--- src/rtl/controle_senha_pkg.sv ---
// Shared state encoding and default parameter values for the DigiLock control unit.
package controle_senha_pkg;

  typedef enum logic [2:0] {
    OCIOSO,
    CONFIG,
    VERIFICA,
    ABERTO,
    BLOQUEIO
  } estado_t;

  localparam int NUM_DIGITOS_PADRAO     = 4;
  localparam int LARG_DIGITO_PADRAO     = 4;
  localparam int MAX_TENTATIVAS_PADRAO  = 3;
  localparam int CICLOS_ABERTO_PADRAO   = 8;
  localparam int CICLOS_BLOQUEIO_PADRAO = 16;
  localparam int CICLOS_TIMEOUT_PADRAO  = 32;

  function automatic int maximo3(input int a, input int b, input int c);
    int m;
    m = (a > b) ? a : b;
    return (m > c) ? m : c;
  endfunction

endpackage

--- src/rtl/controle_senha_param_temporizador.sv ---
// Loadable down-counter that stops at zero; shared by the open, lockout and
// digit-timeout phases of the lock controller.
module temporizador_param #(
  parameter int LARGURA = 5
) (
  input  logic               clk,
  input  logic               reset,
  input  logic               load,
  input  logic [LARGURA-1:0] valor,
  input  logic               en,
  output logic               zero
);

  logic [LARGURA-1:0] cont;

  always_ff @(posedge clk or posedge reset) begin
    if (reset) begin
      cont <= '0;
    end else if (load) begin
      cont <= valor;
    end else if (en && (cont != '0)) begin
      cont <= cont - 1'b1;
    end
  end

  assign zero = (cont == '0);

endmodule

--- src/rtl/controle_senha_param.sv ---
// DigiLock control unit: password storage, digit sequencing, attempt counting,
// lockout and timed unlock. Optional per-digit idle timeout: TIMEOUT_DIGITO_EN.
//
// state    | meaning
// OCIOSO   | idle, waiting for the first digit of a sequence
// CONFIG   | collecting a new password into the shadow buffer
// VERIFICA | comparing entered digits against the stored password
// ABERTO   | lock open for CICLOS_ABERTO cycles
// BLOQUEIO | lockout for CICLOS_BLOQUEIO cycles, keys ignored
module controle_senha_param
  import controle_senha_pkg::*;
#(
  parameter int NUM_DIGITOS     = NUM_DIGITOS_PADRAO,
  parameter int LARG_DIGITO     = LARG_DIGITO_PADRAO,
  parameter int MAX_TENTATIVAS  = MAX_TENTATIVAS_PADRAO,
  parameter int CICLOS_ABERTO   = CICLOS_ABERTO_PADRAO,
  parameter int CICLOS_BLOQUEIO = CICLOS_BLOQUEIO_PADRAO,
  parameter int CICLOS_TIMEOUT  = CICLOS_TIMEOUT_PADRAO
) (
  input  logic                           clk,
  input  logic                           reset,
  input  logic                           modo,
  input  logic                           tecla_ativada,
  input  logic [LARG_DIGITO-1:0]         tecla,
  output logic                           aberto,
  output logic                           erro,
  output logic                           bloqueado,
  output logic                           senha_gravada,
  output logic                           configurando,
  output logic [$clog2(NUM_DIGITOS)-1:0] indice
);

  localparam int IW   = $clog2(NUM_DIGITOS);
  localparam int FW   = $clog2(MAX_TENTATIVAS + 1);
  localparam int TMAX = maximo3(CICLOS_ABERTO, CICLOS_BLOQUEIO, CICLOS_TIMEOUT);
  localparam int TW   = (TMAX > 1) ? $clog2(TMAX) : 1;

  localparam logic [IW-1:0] ULTIMO      = IW'(NUM_DIGITOS - 1);
  localparam logic [FW-1:0] FALHA_LIMITE = FW'(MAX_TENTATIVAS - 1);
  localparam logic [TW-1:0] T_ABERTO    = TW'(CICLOS_ABERTO - 1);
  localparam logic [TW-1:0] T_BLOQUEIO  = TW'(CICLOS_BLOQUEIO - 1);
  localparam logic [TW-1:0] T_TIMEOUT   = TW'(CICLOS_TIMEOUT - 1);

`ifdef TIMEOUT_DIGITO_EN
  localparam bit TMO_EN = 1'b1;
`else
  localparam bit TMO_EN = 1'b0;
`endif

  estado_t                estado;
  logic                   prev;
  logic [LARG_DIGITO-1:0] senha [NUM_DIGITOS];
  logic [LARG_DIGITO-1:0] novo  [NUM_DIGITOS];
  logic                   senha_valida;
  logic                   dif;
  logic [FW-1:0]          falhas;

  logic          aceita;
  logic          ultimo;
  logic          dif_final;
  logic          acerto;
  logic          esgotou;
  logic          expira;
  logic          tempo_zero;
  logic          carga;
  logic [TW-1:0] valor_carga;
  logic          en_tempo;

  assign aceita    = tecla_ativada & ~prev;
  assign ultimo    = (indice == ULTIMO);
  assign dif_final = dif | (tecla != senha[indice]);
  // Without a committed password every verification is a mismatch.
  assign acerto    = ~dif_final & senha_valida;
  assign esgotou   = (falhas == FALHA_LIMITE);
  assign expira    = TMO_EN && ((estado == CONFIG) || (estado == VERIFICA)) && tempo_zero;
  assign en_tempo  = (estado != OCIOSO);

  always_comb begin
    carga       = 1'b0;
    valor_carga = '0;
    case (estado)
      OCIOSO: begin
        if (aceita && !(modo && senha_valida)) begin
          carga       = TMO_EN;
          valor_carga = T_TIMEOUT;
        end
      end
      CONFIG: begin
        if (aceita && !expira && !ultimo) begin
          carga       = TMO_EN;
          valor_carga = T_TIMEOUT;
        end
      end
      VERIFICA: begin
        if (aceita && !expira) begin
          if (ultimo) begin
            carga       = 1'b1;
            valor_carga = acerto ? T_ABERTO : T_BLOQUEIO;
          end else begin
            carga       = TMO_EN;
            valor_carga = T_TIMEOUT;
          end
        end
      end
      ABERTO: begin
        if (aceita && modo && !tempo_zero) begin
          carga       = TMO_EN;
          valor_carga = T_TIMEOUT;
        end
      end
      default: ;
    endcase
  end

  temporizador_param #(
    .LARGURA(TW)
  ) u_tempo (
    .clk   (clk),
    .reset (reset),
    .load  (carga),
    .valor (valor_carga),
    .en    (en_tempo),
    .zero  (tempo_zero)
  );

  always_ff @(posedge clk or posedge reset) begin
    if (reset) begin
      estado        <= OCIOSO;
      prev          <= 1'b0;
      senha         <= '{default: '0};
      novo          <= '{default: '0};
      senha_valida  <= 1'b0;
      dif           <= 1'b0;
      falhas        <= '0;
      indice        <= '0;
      aberto        <= 1'b0;
      erro          <= 1'b0;
      bloqueado     <= 1'b0;
      senha_gravada <= 1'b0;
      configurando  <= 1'b0;
    end else begin
      prev          <= tecla_ativada;
      erro          <= 1'b0;
      senha_gravada <= 1'b0;
      case (estado)
        OCIOSO: begin
          if (aceita) begin
            if (modo) begin
              if (!senha_valida) begin
                estado       <= CONFIG;
                configurando <= 1'b1;
                novo[0]      <= tecla;
                indice       <= IW'(1);
              end else begin
                erro <= 1'b1;
              end
            end else begin
              estado <= VERIFICA;
              dif    <= (tecla != senha[0]);
              indice <= IW'(1);
            end
          end
        end

        CONFIG: begin
          if (expira) begin
            estado       <= OCIOSO;
            configurando <= 1'b0;
            indice       <= '0;
            erro         <= 1'b1;
          end else if (aceita) begin
            novo[indice] <= tecla;
            if (ultimo) begin
              // The final digit bypasses the shadow buffer so the commit lands on this edge.
              for (int i = 0; i < NUM_DIGITOS - 1; i++) senha[i] <= novo[i];
              senha[NUM_DIGITOS-1] <= tecla;
              senha_valida  <= 1'b1;
              falhas        <= '0;
              senha_gravada <= 1'b1;
              estado        <= OCIOSO;
              configurando  <= 1'b0;
              indice        <= '0;
            end else begin
              indice <= indice + 1'b1;
            end
          end
        end

        VERIFICA: begin
          if (expira) begin
            estado <= OCIOSO;
            indice <= '0;
            erro   <= 1'b1;
          end else if (aceita) begin
            dif <= dif_final;
            if (ultimo) begin
              indice <= '0;
              if (acerto) begin
                estado <= ABERTO;
                aberto <= 1'b1;
                falhas <= '0;
              end else if (esgotou) begin
                estado    <= BLOQUEIO;
                bloqueado <= 1'b1;
                falhas    <= '0;
              end else begin
                estado <= OCIOSO;
                falhas <= falhas + 1'b1;
                erro   <= 1'b1;
              end
            end else begin
              indice <= indice + 1'b1;
            end
          end
        end

        ABERTO: begin
          if (tempo_zero) begin
            estado <= OCIOSO;
            aberto <= 1'b0;
          end else if (aceita && modo) begin
            estado       <= CONFIG;
            aberto       <= 1'b0;
            configurando <= 1'b1;
            novo[0]      <= tecla;
            indice       <= IW'(1);
          end
        end

        BLOQUEIO: begin
          if (tempo_zero) begin
            estado    <= OCIOSO;
            bloqueado <= 1'b0;
          end
        end

        default: begin
          estado <= OCIOSO;
        end
      endcase
    end
  end

endmodule

--- config.mk ---
export PLATFORM = sky130hd
export DESIGN_NAME = controle_senha_param
export DESIGN_NICKNAME = d
export VERILOG_FILES = /design/src/rtl/controle_senha_pkg.sv /design/src/rtl/controle_senha_param_temporizador.sv /design/src/rtl/controle_senha_param.sv
export SDC_FILE = /design/constraint.sdc
export NUM_CORES = 1
export LEC_CHECK = 0
export ABC_CLOCK_PERIOD_IN_PS = 5740
export CORE_MARGIN = 8
export CORE_UTILIZATION = 45
export DETAILED_ROUTE_END_ITERATION = 6
export SLEW_MARGIN = 10
export SYNTH_ARGS = -nofsm -noshare
export SYNTH_HDL_FRONTEND = slang
export SYNTH_HIERARCHICAL = 1
export SYNTH_SLANG_ARGS = --single-unit
--- constraint.sdc ---
create_clock -name clk -period 5.74 [get_ports clk]
set_input_delay 0.861 -clock clk [delete_from_list [all_inputs] [get_ports clk]]
set_output_delay 0.861 -clock clk [all_outputs]
set_load 0.02 [all_outputs]
# After elaboration in Yosys (flattened, before gate mapping)
# Index checks and enable logic that the tools add are counted.
[word_totals]
ff_bits = 52
in_bits = 8
output_inout_bits = 7
[classes]
bitwise = 6
addsub = 3
order_cmp = 2
n_reduce_logical = 32
mux = 86
eq_ne = 25
[ops]
columns = ["operator", "n"]
rows = [
  ["3-bit 2-to-1 mux", 12],
  ["4-bit 2-to-1 mux", 9],
  ["5-bit 2-to-1 mux", 7],
  ["1-bit 2-to-1 mux", 31],
  ["2-bit != test, second input constant", 14],
  ["2-bit 2-to-1 mux", 13],
  ["5-bit one-hot mux with 4 select lines", 1],
  ["16-bit bitwise mux", 1],
  ["16-bit 2-to-1 mux", 1],
  ["8-bit AND reduction", 2],
  ["3-bit one-hot mux with 5 select lines", 1],
  ["4-bit one-hot mux with 3 select lines", 1],
  ["6-bit AND reduction", 2],
  ["5-bit AND reduction", 2],
  ["2-bit nonzero test", 5],
  ["3-bit nonzero test", 3],
  ["4-bit binary-select mux with 2-bit select", 1],
  ["4-bit demux with 2-bit select", 1],
  ["4-bit != test", 2],
  ["1-bit one-hot mux with 2 select lines", 4],
  ["1-bit logical AND", 7],
  ["7-bit AND reduction", 1],
  ["3-bit by 2-bit equality test with 1-bit output, second input constant", 2],
  ["3-bit != test, second input constant", 2],
  ["other kinds (23)", 29],
]

# Depth between registers and ports, before layout
[depth]
ltp_word = 13
mapped_depth = 11
depth_no_buf = 11

# By module
# The synthesis kept the hierarchy.
[modules_own_cells]
columns = ["module", "n_inst", "cells_each", "area_each_um2"]
rows = [
  ["controle_senha_param", 1, 201, 2252.2],
  ["temporizador_param", 1, 33, 302.8],
]

# Least setup slack after synthesis
# No wires, ideal clock.
[synth_path]
path_type = "input-to-reg"
startpoint = "in tecla[3]"
endpoint = "reg u_tempo.cont[3]"
path_stages = 8
n_path_buf = 1
setup_ns = 0.122
arrival_time_ns = 2.261
setup_slack_ns = 3.357
path_cell_list = "clkbuf_1 -> nor3b_1 -> mux2i_1 -> a2111oi_4 -> nand4_1 -> and2_1 -> nor2b_1 -> a21oi_2"
[synth_between]
elab_chain_len = 9
[synth_rtl]
columns = ["element", "line", "rtl"]
rows = [
  ["start: declaration", "controle_senha_param.sv:24", "input logic [LARG_DIGITO-1:0] tecla,"],
  ["4-bit != test", "controle_senha_param.sv:71", "assign dif_final = dif | (tecla != senha[indice]);"],
  ["1-bit OR", "controle_senha_param.sv:71", ""],
  ["1-bit NOT", "controle_senha_param.sv:73", "assign acerto = ~dif_final & senha_valida;"],
  ["1-bit bitwise AND", "controle_senha_param.sv:73", ""],
  ["4-bit 2-to-1 mux", "controle_senha_param.sv:98", "valor_carga = acerto ? T_ABERTO : T_BLOQUEIO;"],
  ["5-bit 2-to-1 mux", "controle_senha_param.sv:96", "if (ultimo) begin"],
  ["5-bit 2-to-1 mux", "controle_senha_param.sv:95", "if (aceita && !expira) begin"],
  ["5-bit one-hot mux with 4 select lines", "controle_senha_param.sv:81", "case (estado)"],
  ["named net valor_carga[3]", "controle_senha_param.sv:66", "logic [TW-1:0] valor_carga;"],
  ["5-bit 2-to-1 mux", "controle_senha_param_temporizador.sv:19", "end else if (load) begin"],
  ["end signal: assignment", "controle_senha_param_temporizador.sv:20", "cont <= valor;"],
  ["end signal: assignment", "controle_senha_param_temporizador.sv:22", "cont <= cont - 1'b1;"],
  ["end: declaration", "controle_senha_param_temporizador.sv:14", "logic [LARGURA-1:0] cont;"],
]
# The timed path passes the listed nets, and every way through them passes these cells.
# A chain may end at the register's enable or synchronous reset.

# Worst setup path in the final report
[layout_path]
startpoint = "in tecla_ativada"
endpoint = "reg falhas[1]"
[layout_between]
elab_chain_len = 3
word_cells_on_any_way = 4
cone_classes = "eq/ne: 2; bitwise: 1; reduce/logical: 1"
[layout_rtl]
columns = ["element", "line", "rtl"]
rows = [
  ["start: declaration", "controle_senha_param.sv:23", "input logic tecla_ativada,"],
  ["1-bit bitwise AND *", "controle_senha_param.sv:69", "assign aceita = tecla_ativada & ~prev;"],
  ["2-bit != test (no line)", "-", ""],
  ["5-bit AND reduction (no line) *", "-", ""],
  ["end signal: assignment", "controle_senha_param.sv:208", "falhas <= falhas + 1'b1;"],
  ["end: declaration", "controle_senha_param.sv:56", "logic [FW-1:0] falhas;"],
]
# Every way passes the cells marked *; elsewhere a longest branch is shown, timed or not.

==> impl_metrics.prom <==
# TYPE chip_impl_metric gauge
chip_impl_metric{name="ff2ff_setup_slack",unit="ns"} 3.01
chip_impl_metric{name="drive_above_1_share",unit="%"} 17.41
chip_impl_metric{name="drtAntennaViolNets",unit=""} 0
chip_impl_metric{name="number_of_antenna_violations_at_the_first_check_in_global_routing",unit=""} 0
chip_impl_info{name="cts.root.buffer_cell",value="clkbuf_8"} 1
chip_impl_metric{name="grt_remaining_overflow",unit=""} 0
chip_impl_info{name="synth.top_cells.by_count",value="dfrtp_1, mux2_2, nand2_1"} 1
chip_impl_info{name="rsz0062_at_grt",value="false"} 1
chip_impl_metric{name="hpwl",unit="um"} 3479
chip_impl_metric{name="setup-violations-final",unit=""} 0
chip_impl_metric{name="crit_path_arrival_time",unit="ns"} 3.42
chip_impl_info{name="yosys.cell_count.top_type",value="dfrtp_1"} 1
chip_impl_info{name="run_status",value="finished, final reports clean"} 1
chip_impl_info{name="hold_path_end",value="bloqueado"} 1
chip_impl_metric{name="r2r_cells",unit=""} 5
chip_impl_metric{name="syn_avg_cell_area",unit="um2"} 10.92
chip_impl_metric{name="ys_seq_elements",unit=""} 48
chip_impl_metric{name="syn_inst",unit=""} 234
chip_impl_metric{name="num_vias",unit=""} 1727
chip_impl_metric{name="timing.hold.worst_path_depth",unit=""} 2
chip_impl_metric{name="design_power_total",unit="mW"} 1.240
chip_impl_metric{name="clkLatencyLatePin",unit="ns"} 0.30
chip_impl_info{name="tritoncts",value="built"} 1
chip_impl_metric{name="ys_types",unit=""} 50
chip_impl_metric{name="power.density",unit="mW/mm2"} 437.2
chip_impl_metric{name="row_count",unit=""} 27
chip_impl_metric{name="synth_area",unit="mm2"} 0.002555
chip_impl_info{name="min-delay-path-class",value="register to register"} 1
chip_impl_metric{name="grtUsageTotal",unit="%"} 12.63
chip_impl_metric{name="route.final.wire_length",unit="um"} 4958
chip_impl_metric{name="static-leakage-power",unit="nW"} 1.313
chip_impl_metric{name="grt_first_pass_wirelength",unit="um"} 8590
chip_impl_metric{name="design.final.nets",unit=""} 259
chip_impl_metric{name="chipHeight",unit="um"} 91.35
chip_impl_metric{name="fillers",unit=""} 504
chip_impl_metric{name="clk_pin_slew",unit="ns"} 0.09
chip_impl_metric{name="drc",unit=""} 0
chip_impl_metric{name="initial_utilization",unit="%"} 46.40
chip_impl_metric{name="final-hold-violation-count",unit=""} 0
chip_impl_metric{name="synth-edff-count",unit=""} 0
chip_impl_metric{name="drt_iter0_drc",unit=""} 63
chip_impl_metric{name="critPathRequiredTime",unit="ns"} 5.98
chip_impl_metric{name="cts_setup_buffers",unit=""} 0
chip_impl_info{name="crit_path_start",value="tecla_ativada"} 1
chip_impl_info{name="crit_path_end_kind",value="register"} 1
chip_impl_metric{name="peakVddDrop",unit="mV"} 0.1905
chip_impl_metric{name="die_w",unit="um"} 91.35
chip_impl_metric{name="antenna_cells_inserted",unit=""} 0
chip_impl_metric{name="synth.yosys.seq_area_share",unit="%"} 47.01
chip_impl_metric{name="io_pins",unit=""} 15
chip_impl_metric{name="cts.sinks",unit=""} 48
chip_impl_metric{name="regArea",unit="mm2"} 0.001201
chip_impl_metric{name="synthDominantCellAreaShare",unit="%"} 47.01
chip_impl_info{name="worst-setup-path-type",value="input port to register"} 1
chip_impl_metric{name="finClkSkew",unit="ns"} 0.008503
chip_impl_metric{name="timing.final.crit_period",unit="ns"} 3.184
chip_impl_metric{name="synth_warnings",unit=""} 6
chip_impl_metric{name="hold_buffers",unit=""} 0
chip_impl_metric{name="die_area",unit="mm2"} 0.008345
chip_impl_metric{name="area_delta_synth_final",unit="%"} 10.97
chip_impl_info{name="hold_path.startpoint",value="bloqueado"} 1
chip_impl_info{name="leading_post_synthesis_cells_by_cell_area",value="dfrtp_1, mux2_2, mux2i_1"} 1
chip_impl_metric{name="cts-htree-levels",unit=""} 2
chip_impl_metric{name="core_region_area",unit="mm2"} 0.005507
chip_impl_metric{name="synth_nets",unit=""} 247
chip_impl_metric{name="timing.final.crit_share",unit="%"} 55.48
chip_impl_metric{name="transition_time_at_the_pin_with_the_least_slew_margin",unit="ns"} 1.008
chip_impl_info{name="start_kind",value="input port"} 1
chip_impl_metric{name="routed_wire_length_per_instance",unit="um"} 15.54
chip_impl_metric{name="post_cts_resize_count",unit=""} 0
chip_impl_metric{name="gp_congestion",unit=""} 0.8258
chip_impl_metric{name="asyncSetResetFlopFracSynth",unit="%"} 100.0
chip_impl_metric{name="cap_violations",unit=""} 0
chip_impl_metric{name="maxSlewHeadroom",unit="%"} 32.22
chip_impl_metric{name="io_buffers",unit=""} 14
chip_impl_metric{name="crit_path_max_fanout",unit=""} 19
chip_impl_metric{name="cts_max_path_buffers",unit=""} 2
chip_impl_metric{name="setup_tns",unit="ns"} 0
chip_impl_metric{name="multi_input_gate_area_in_the_final_layout",unit="mm2"} 0.001254
chip_impl_info{name="synthFlopType",value="dfrtp_1"} 1
chip_impl_metric{name="cts-buffers-inserted",unit=""} 5
chip_impl_metric{name="vias_in_the_first_global_route",unit=""} 1796
chip_impl_metric{name="clock.fmax",unit="GHz"} 0.3140
chip_impl_metric{name="report.final.slew_viol_count",unit=""} 0
chip_impl_info{name="synth_largest_area_cell",value="dfrtp_1"} 1
chip_impl_metric{name="vias_per_cell",unit=""} 5.414
chip_impl_metric{name="drt_first_pass_iters",unit=""} 4
chip_impl_info{name="timing.rr.end",value="falhas[1]"} 1
chip_impl_metric{name="pin_count_of_the_biggest_net_entering_global_routing",unit=""} 44
chip_impl_info{name="r2r_start",value="indice[0]"} 1
layout by cell type, fill, tap and decap left out, types with 7 or more instances in the layout:
cell	instances
nor2_1	11
nand2_1	24
o21ai_0	9
mux2i_1	9
inv_1	12
a21oi_1	8
xor2_1	7
clkdlybuf4s50_1	14
mux2_2	24
dfrtp_1	48
power breakdown:
part	internal (mW)	leakage (nW)	switching [mW]	total, mW
logic	0.232	0.652	0.220	0.452
registers	0.457	0.616	0.119	0.576
clock network	0.0981	0.0445	0.114	0.212
total	0.787	1.31	0.453	1.24
worst max-delay path: stages:
cell and delay (ns):
clkdlybuf4s50_1 0.54, nor2b_1 0.39, and4_1 0.81, nor2_1 0.19, or4b_1 0.50, o21ai_1 0.12
kinds of logic after synthesis:
kind of cell               Yosys count  share of synthesized area, %
and+or+nand+nor                     76                         16.41
DFF                                 48                         47.01
AOI/OAI and AO/OA                   38                         10.73
muxes                               36                         16.75
buffers and inverters               23                         3.918
xor gates and xnor gates             8                         2.743
adders and majority gates            5                         2.449
flip-flops by register name, indices dropped and copies added (netlist names), 2 cells and up:
name / cells
u_tempo/cont: 5
falhas: 2
estado: 3
senha: 16
indice: 2
novo: 12
worst max path at each step:
stage                           end  slack (ns)  cells after the start
detailed placement        falhas[1]        2.21                      6
floorplan           u_tempo/cont[3]        3.36                      8
CTS                       falhas[1]        2.52                      6
global placement          falhas[1]        2.30                      6
global route              falhas[1]        2.36                      6
finish                    falhas[1]        2.56                      6
through the flow:
stage | utilization [%] | std cells | hold WS, ns | instance area [um2] | setup slack, ns
after floorplan | - | 234 | 0.4736 | 2555 | 3.357
after global placement | 49.78 | 311 | 0.4842 | 2741 | 2.297
after detailed placement | 49.78 | 311 | 0.4806 | 2741 | 2.209
after CTS | 51.49 | 319 | 0.5019 | 2835 | 2.524
after global routing | 51.49 | 319 | 0.5195 | 2835 | 2.356
final | 51.49 | 319 | 0.4987 | 2835 | 2.556
routing by layer:
metal	vias to the layer above	track usage, %	wire, um	share of wire (%)
li1	845	-	-	-
met1	854	15.58	2338	47
met2	23	20.56	2362	48
met3	5	3.621	198	4.0
met4	0	4.502	57	1.1
met5	-	0	0	0
final cells by class:
cell class / count / area share (%)
Sequential cell: 48 / 42.37
Clock inverter: 1 / 0.2648
Tap cell: 72 / 3.177
Clock buffer: 7 / 3.045
Inverter: 13 / 1.721
Multi-Input combinational cell: 163 / 44.22
Timing Repair Buffer: 15 / 5.207
Power figures use the tool's default switching activity.
